--- src/rtl/reset_sequencer.sv ---
// Reset sequencer: holds NUM_CH downstream reset domains low for a fixed
// interval, waits for fabric/MSS ready, then releases the domains one at a
// time in index order with a fixed stagger. It retries when ready times out,
// accepts a software re-reset request, and aborts if ready is lost.
module reset_sequencer #(
  parameter int NUM_CH         = 4,
  parameter int HOLD_CYCLES    = 10,
  parameter int STAGE_GAP      = 4,
  parameter int TIMEOUT_CYCLES = 1000,
  parameter int CNT_W          = 16
) (
  input  logic              SYSCLK,
  input  logic              SYSRESET,
  input  logic              ready_in,
  input  logic              sw_req,
  output logic [NUM_CH-1:0] rst_n_out,
  output logic              busy,
  output logic              done,
  output logic              timeout,
  output logic [7:0]        retry_cnt
);

  localparam int STG_W = (NUM_CH > 1) ? $clog2(NUM_CH) : 1;

  typedef enum logic [1:0] {
    HOLD       = 2'd0,
    WAIT_READY = 2'd1,
    RELEASE    = 2'd2,
    RUN        = 2'd3
  } state_t;

  state_t              state_q, state_d;
  logic [CNT_W-1:0]    cnt_q, cnt_d;
  logic [STG_W-1:0]    stage_q, stage_d;
  logic [STG_W:0]      stage_inc;
  logic [NUM_CH-1:0]   rst_n_d;
  logic                busy_d, done_d, timeout_d;
  logic [7:0]          retry_d;

  // The incremented stage is one bit wider so the last-stage compare never wraps.
  assign stage_inc = {1'b0, stage_q} + {{STG_W{1'b0}}, 1'b1};

  // Next-state and next-output logic; priority: sw_req, ready loss, timeout, normal.
  always_comb begin
    // NOTE: every variable gets a default before any branch so no latch is inferred.
    state_d   = state_q;
    cnt_d     = cnt_q;
    stage_d   = stage_q;
    rst_n_d   = rst_n_out;
    timeout_d = timeout;
    retry_d   = retry_cnt;

    if (sw_req || (!ready_in && (state_q == RELEASE || state_q == RUN))) begin
      state_d = HOLD;
      cnt_d   = '0;
      stage_d = '0;
      rst_n_d = '0;
    end else begin
      unique case (state_q)
        HOLD: begin
          if (cnt_q == CNT_W'(HOLD_CYCLES - 1)) begin
            state_d = WAIT_READY;
            cnt_d   = '0;
          end else begin
            cnt_d = cnt_q + 1'b1;
          end
        end
        WAIT_READY: begin
          if (ready_in) begin
            cnt_d      = '0;
            stage_d    = '0;
            rst_n_d[0] = 1'b1;
            if (NUM_CH == 1) state_d = RUN;
            else             state_d = RELEASE;
          end else if (cnt_q == CNT_W'(TIMEOUT_CYCLES - 1)) begin
            state_d   = HOLD;
            cnt_d     = '0;
            timeout_d = 1'b1;
            if (retry_cnt != 8'hFF) retry_d = retry_cnt + 8'd1;
          end else begin
            cnt_d = cnt_q + 1'b1;
          end
        end
        RELEASE: begin
          if (cnt_q == CNT_W'(STAGE_GAP - 1)) begin
            cnt_d   = '0;
            stage_d = stage_inc[STG_W-1:0];
            for (int i = 0; i < NUM_CH; i++) begin
              if (stage_inc == (STG_W+1)'(i)) rst_n_d[i] = 1'b1;
            end
            if (stage_inc == (STG_W+1)'(NUM_CH - 1)) state_d = RUN;
          end else begin
            cnt_d = cnt_q + 1'b1;
          end
        end
        RUN: begin
          // Domains stay released until sw_req or ready loss.
        end
        default: begin
          state_d = HOLD;
          cnt_d   = '0;
          rst_n_d = '0;
        end
      endcase
    end

    busy_d = (state_d != RUN);
    done_d = (state_d == RUN);
  end

  // State, counter and registered outputs with synchronous active-high reset.
  always_ff @(posedge SYSCLK) begin
    // NOTE: sequential state uses non-blocking assignments so all registers
    // update together from values sampled at the same edge.
    if (SYSRESET) begin
      state_q   <= HOLD;
      cnt_q     <= '0;
      stage_q   <= '0;
      rst_n_out <= '0;
      busy      <= 1'b1;
      done      <= 1'b0;
      timeout   <= 1'b0;
      retry_cnt <= 8'd0;
    end else begin
      state_q   <= state_d;
      cnt_q     <= cnt_d;
      stage_q   <= stage_d;
      rst_n_out <= rst_n_d;
      busy      <= busy_d;
      done      <= done_d;
      timeout   <= timeout_d;
      retry_cnt <= retry_d;
    end
  end

endmodule

--- config.mk ---
export PLATFORM = sky130hd
export DESIGN_NAME = reset_sequencer
export DESIGN_NICKNAME = d
export VERILOG_FILES = /design/src/rtl/reset_sequencer.sv
export SDC_FILE = /design/constraint.sdc
export NUM_CORES = 1
export LEC_CHECK = 0
export ABC_AREA = 0
export CORE_MARGIN = 2
export CORE_UTILIZATION = 56
export CTS_CLUSTER_DIAMETER = 80
export DETAILED_ROUTE_END_ITERATION = 16
export PLACE_DENSITY = 0.79
export REMOVE_ABC_BUFFERS = 1
export SETUP_SLACK_MARGIN = 0.3
export SLEW_MARGIN = 20
export SYNTH_ARGS = -nofsm -noshare
export SYNTH_HDL_FRONTEND = slang
export SYNTH_SLANG_ARGS = --single-unit
--- constraint.sdc ---
create_clock -name SYSCLK -period 3 [get_ports SYSCLK]
set_clock_uncertainty 0.2 [all_clocks]
set_input_delay 0.6 -clock SYSCLK [delete_from_list [all_inputs] [get_ports SYSCLK]]
set_output_delay 0.6 -clock SYSCLK [all_outputs]
set_load 0.02 [all_outputs]
Word-level counts from Yosys, hierarchy flattened
Index checks and enable logic that the tools add are counted.
{"block": "classes", "add_sub_neg": 3, "eq_ne": 15, "mux": 19, "bitwise": 2, "reduce_logical": 16}
{"op": "16-bit 2-to-1 mux", "count": 4}
{"op": "16-bit case mux with 3 select lines", "count": 1}
{"op": "16-bit by 1-bit adder with 16-bit output (second input constant)", "count": 1}
{"op": "16-bit by 10-bit == test with 1-bit output (second input constant)", "count": 1}
{"op": "16-bit by 2-bit == test with 1-bit output (second input constant)", "count": 1}
{"op": "16-bit by 4-bit == test with 1-bit output (second input constant)", "count": 1}
{"op": "2-bit 2-to-1 mux", "count": 8}
{"op": "3-bit AND reduction", "count": 4}
{"op": "8-bit by 1-bit adder with 8-bit output (second input constant)", "count": 1}
{"op": "8-bit != test (second input constant)", "count": 1}
{"op": "4-bit AND reduction", "count": 2}
{"op": "2-bit == test (second input constant)", "count": 3}
{"op": "3-bit by 2-bit == test with 1-bit output (second input constant)", "count": 2}
{"op": "2-bit case mux with 3 select lines", "count": 1}
{"op": "5-bit AND reduction", "count": 1}
{"op": "2-bit by 1-bit != test with 1-bit output (second input constant)", "count": 2}
{"op": "2-bit != test (second input constant)", "count": 2}
{"op": "2-bit case mux with 2 select lines", "count": 1}
{"op": "2-bit by 1-bit adder with 3-bit output (second input constant)", "count": 1}
{"op": "3-bit by 1-bit == test with 1-bit output (second input constant)", "count": 1}
{"op": "3-bit logical NOT", "count": 1}
{"op": "1-bit 2-to-1 mux", "count": 3}
{"op": "3-bit nonzero test", "count": 1}
{"op": "2-bit by 1-bit == test with 1-bit output (second input constant)", "count": 1}
{"op": "other kinds (8)", "count": 10}
{"block": "totals", "ff_bits": 35, "input_bits": 4, "output_inout_bits": 15, "wordCells": 66}

Depth between registers and ports, before layout
Gate-level depths: netlist of run 1.
{"block": "logic_depth", "ltp_word": 7, "mapped_depth": 8, "depth_no_buf": 7}

Worst setup path after synthesis of run 1
OpenSTA, ideal clock, no wires.
{"block": "synth_timing", "kind": "register -> register", "from": "register cnt_q[0]", "to": "register cnt_q[10]", "t_arrival_ns": 2.275, "required_ns": 2.662, "setup_slack_ns": 0.388, "path_stages_with_launch": 8, "synth_period_minus_slack_ns": 2.612, "cell_sequence": "dfxtp_1 -> ha_1 -> or4b_1 -> nor4_2 -> o21ai_0 -> o22ai_2 -> buf_2 -> a211oi_1"}
{"block": "synth_between", "elab_chain_cells": 4, "word_cells_on_any_way": 9, "cone_classes": "1 x add/sub; 3 x eq/ne; 5 x mux"}
{"element": "start: declaration", "line": "33", "text": "logic [CNT_W-1:0] cnt_q, cnt_d;"}
{"element": "start signal: assignment", "line": "126", "text": "cnt_q <= cnt_d;"}
{"element": "16-bit by 1-bit adder with 16-bit output / 16-bit by 10-bit == test with 1-bit output (equally long branches)"}
{"element": "16-bit 2-to-1 mux", "line": "75", "text": "end else if (cnt_q == CNT_W'(TIMEOUT_CYCLES - 1)) begin"}
{"element": "16-bit 2-to-1 mux", "line": "69", "text": "if (ready_in) begin"}
{"element": "16-bit case mux with 3 select lines *", "line": "59", "text": "unique case (state_q)"}
Every way passes the cells marked *; elsewhere a longest branch is shown, timed or not.
A chain may end at the register's enable or synchronous reset.

Final worst setup path of run 1
{"block": "layout_timing", "from": "register cnt_q[0]", "to": "register retry_cnt[3]"}
{"block": "layout_between", "elab_chain_cells": 2}
{"element": "16-bit by 10-bit == test with 1-bit output", "line": "75"}
{"element": "5-bit AND reduction (no source line)"}
{"element": "end signal: assignment", "line": "132", "text": "retry_cnt <= retry_d;"}
{"element": "end: declaration", "line": "20", "text": "output logic [7:0] retry_cnt"}
Every way passes these cells.

==> run_results.csv, run 1 <==
group,metric,value,unit
worst_hold_path,min_path_type,"register to register",
yosys,synthFlopType,"dfxtp_1",
yosys,synth_edf_count,0,
layout,drive_gt1_frac,0.0996,
clocking,clk_pin_slew,0.10,ns
worst_setup_path,cpPeakStageDelay,0.54,ns
detailed_routing,dr_total_vias,1617,
floorplanning,coreArea,3080,um^2
yosys,ys_async_sr_fraction,0,
detailed_routing,first_pass_iters,4,
worst_setup_path,cp.required,3.07,ns
clocking,clock_path_buffers,2,
power_and_ir_drop,power.leakage,0.000705,uW
grt,grt_util_all_layers,0.250,
timing,finalMaxSlewViolations,0,
floorplanning,initial_utilization,0.596,
place,portBuffers,18,
worst_setup_path,critPathCaptureType,"register",
clocking,cts_buffers,5,
layout,multi_input_area,1090,um^2
floorplanning,fp.dieH,61.3,um
layout,syn2layout_area_growth,18.1,%
timing,fmax,0.388,GHz
yosys,synthTopCellsByArea,"dfxtp_1 38%, ha_1 8.2%, a211oi_1 6.5%",
place,dp_hpwl,2890,um
yosys,seq_area_frac_synth,0.382,
clocking,h-tree-depth,2,
yosys,syn-instance-count,204,
timing,setup_tns,0,ns
yosys,ys.warnings.count,0,
worst_setup_path,cp_max_fo,8,
layout,fin_cells,275,
clocking,root_buffer,"clkbuf_4",
timing,finalHoldViolations,0,
yosys,syn_area,1840,um^2
detailed_routing,via_per_inst,5.88,
worst_setup_path,critical_path.cell_chain,"ha_2, or4b_4, nor4_4, nand3_4, or4b_1, a21oi_1",
grt,grt_pass1_wl,6970,um
layout,diodes,0,
yosys,yosysTopAreaCell,"dfxtp_1",
yosys,ys_top_cells_by_count,"35 x dfxtp_1, 22 x nor2_1, 16 x a211oi_1",
timing,fin_crit_sh,0.858,
worst_setup_path,worstSetupPathType,"register to register",
yosys,synth_most_common_cell,"dfxtp_1",
detailed_routing,post_drt_wl_per_cell,14.6,um
yosys,syn_avg_cell_area,9.00,um^2
timing,rsz0062_at_grt,"false",
clocking,cts_tree,"done",
detailed_routing,postRouteAntennaNets,0,
floorplanning,dieWidth,61.3,um
layout,nets,246,
timing,setup_viol,0,
detailed_routing,drc,0,
floorplanning,die-area,3750,um^2
grt,antenna_found_initial,0,
grt,grt_overflow,0,
clocking,numClockSinks,35,
worst_setup_path,cp-start-kind,"register",
timing,worst_slew_pin_slew,0.527,ns
yosys,synth_cell_types,42,
grt,grt_max_degree,19,
outcome,status,"finished clean",
yosys,yosysTopAreaCellShare,0.382,
grt,grt_pass1_vias,1564,
detailed_routing,wl,4020,um
flow_run,drv_cap,0,
layout,regArea,706,um^2
floorplanning,pin_count,19,
layout,nFillCells,249,
timing,maxSlewHeadroom,0.647,
detailed_routing,drtIter0Drc,86,
clocking,ctsHoldBuffers,0,
clocking,clock_latency,0.34,ns
power_and_ir_drop,pwr_density_cell,336,nW/um^2
worst_setup_path,cpMaxStageDelayCell,"or4b_1",
timing,min_period,2.57,ns
yosys,synth_seq_cells,35,
power_and_ir_drop,fin_total_pwr,728,uW
floorplanning,placementRows,20,
place,dp_cells,265,
power_and_ir_drop,ir_drop,194,uV
worst_setup_path,cp.arrival,2.64,ns
place,place.gp.congestion,0.874,
==> registers in the layout, indices dropped and copies added (netlist names) <==
signal and cells:
timeout 1, rst_n_out 4, retry_cnt 8, state_q 2, stage_q 2, cnt_q 16, busy 1, done 1
==> placed cells by master, fill, tap and decap left out, types with 4 or more instances in the layout <==
| cell type | Yosys | routed |
|---|---|---|
| or4_1 | 4 | 4 |
| clkdlybuf4s50_1 | 0 | 18 |
| o21ai_0 | 6 | 6 |
| nor3_1 | 4 | 4 |
| dfxtp_1 | 35 | 33 |
| nor2b_1 | 4 | 4 |
| nand4_1 | 9 | 9 |
| a21oi_1 | 9 | 9 |
| xnor2_1 | 11 | 11 |
| nand2_1 | 10 | 10 |
| nor2_1 | 22 | 22 |
| ha_1 | 12 | 11 |
| nand3_1 | 7 | 7 |
| buf_4 | 0 | 7 |
| a211oi_1 | 16 | 16 |
| inv_1 | 9 | 9 |
| clkbuf_4 | 0 | 5 |
| xor2_1 | 6 | 6 |
==> per-stage QoR <==
step	hold slack, ns	cell area [um^2]	setup WS [ns]	util
6_report	0.282	2170	0.425	0.704
5_1_grt	0.322	2170	0.318	0.704
4_1_cts	0.291	2150	0.302	0.699
3_5_place_dp	0.268	2080	0.183	0.677
3_3_place_gp	0.253	2080	0.261	0.677
2_1_floorplan	0.276	1810	0.353	-
==> cell type report <==
| class | count | area share |
|---|---|---|
| tap | 44 | 0.0254 |
| sequential | 35 | 0.326 |
| timing repair buffer | 25 | 0.107 |
| inverter | 10 | 0.0173 |
| multi-input combinational | 153 | 0.501 |
| clock buffer | 7 | 0.0208 |
| clock inverter | 1 | 0.00231 |
==> report_power, final <==
group / total, uW / switching, uW / internal (uW)
Clock: 241 / 150 / 91.3
Sequential: 468 / 2.16 / 465
Combinational: 19.8 / 11.4 / 8.49
==> worst max-delay path, delay by kind of cell (launching register included) <==
| kind | cells | cell delay [ns] |
|---|---|---|
| and+or+nand+nor | 4 | 1.56 |
| AOI/OAI and AO/OA | 1 | 0.14 |
| adders and majority gates | 1 | 0.21 |
| DFF | 1 | 0.39 |
==> final timing paths <==
kind / start / endpoint / slack [ns] / cells after the start
min reg2reg: rst_n_out[3] / rst_n_out[3] / 0.28 / 2
max reg2reg: cnt_q[0] / retry_cnt[3] / 0.43 / 6
max: cnt_q[0] / retry_cnt[3] / 0.43 / 6
min: rst_n_out[3] / rst_n_out[3] / 0.28 / 2
==> cells by family after synthesis <==
family	count (synthesis)	synth area share
buf+inv	16	0.0334
simple gates	80	0.258
flops	35	0.382
xor+xnor	17	0.0811
compound gates	42	0.153
mux	2	0.0109
fa+ha+maj	12	0.0818
==> per-layer routing <==
| metal | wire length, um | GRT usage | up-vias |
|---|---|---|---|
| met4 | 79 | 0.0932 | 0 |
| met2 | 2010 | 0.429 | 37 |
| met5 | 0 | 0 | - |
| met1 | 1780 | 0.303 | 772 |
| met3 | 161 | 0.0588 | 9 |
| li1 | - | - | 799 |
==> timing repair <==
item,CTS,global route
endpoints found under the hold margin,0,0
setup endpoints to repair,4,23
resized for setup,1,5
pin swaps,1,1
buffers inserted,2,0
Note: power is estimated with default switching activity, not from simulation.
==> run 2: changes to the inputs <==
- TNS_END_PERCENT: not set -> 30
==> results of run 2 <==
The final DEF is identical to that of run 1; final timing and power are the same.
==> run 3: changes to the inputs <==
- GPL_ROUTABILITY_DRIVEN: not set -> 0
==> results of run 3 <==
The final DEF is identical to that of run 1; final timing and power are the same.
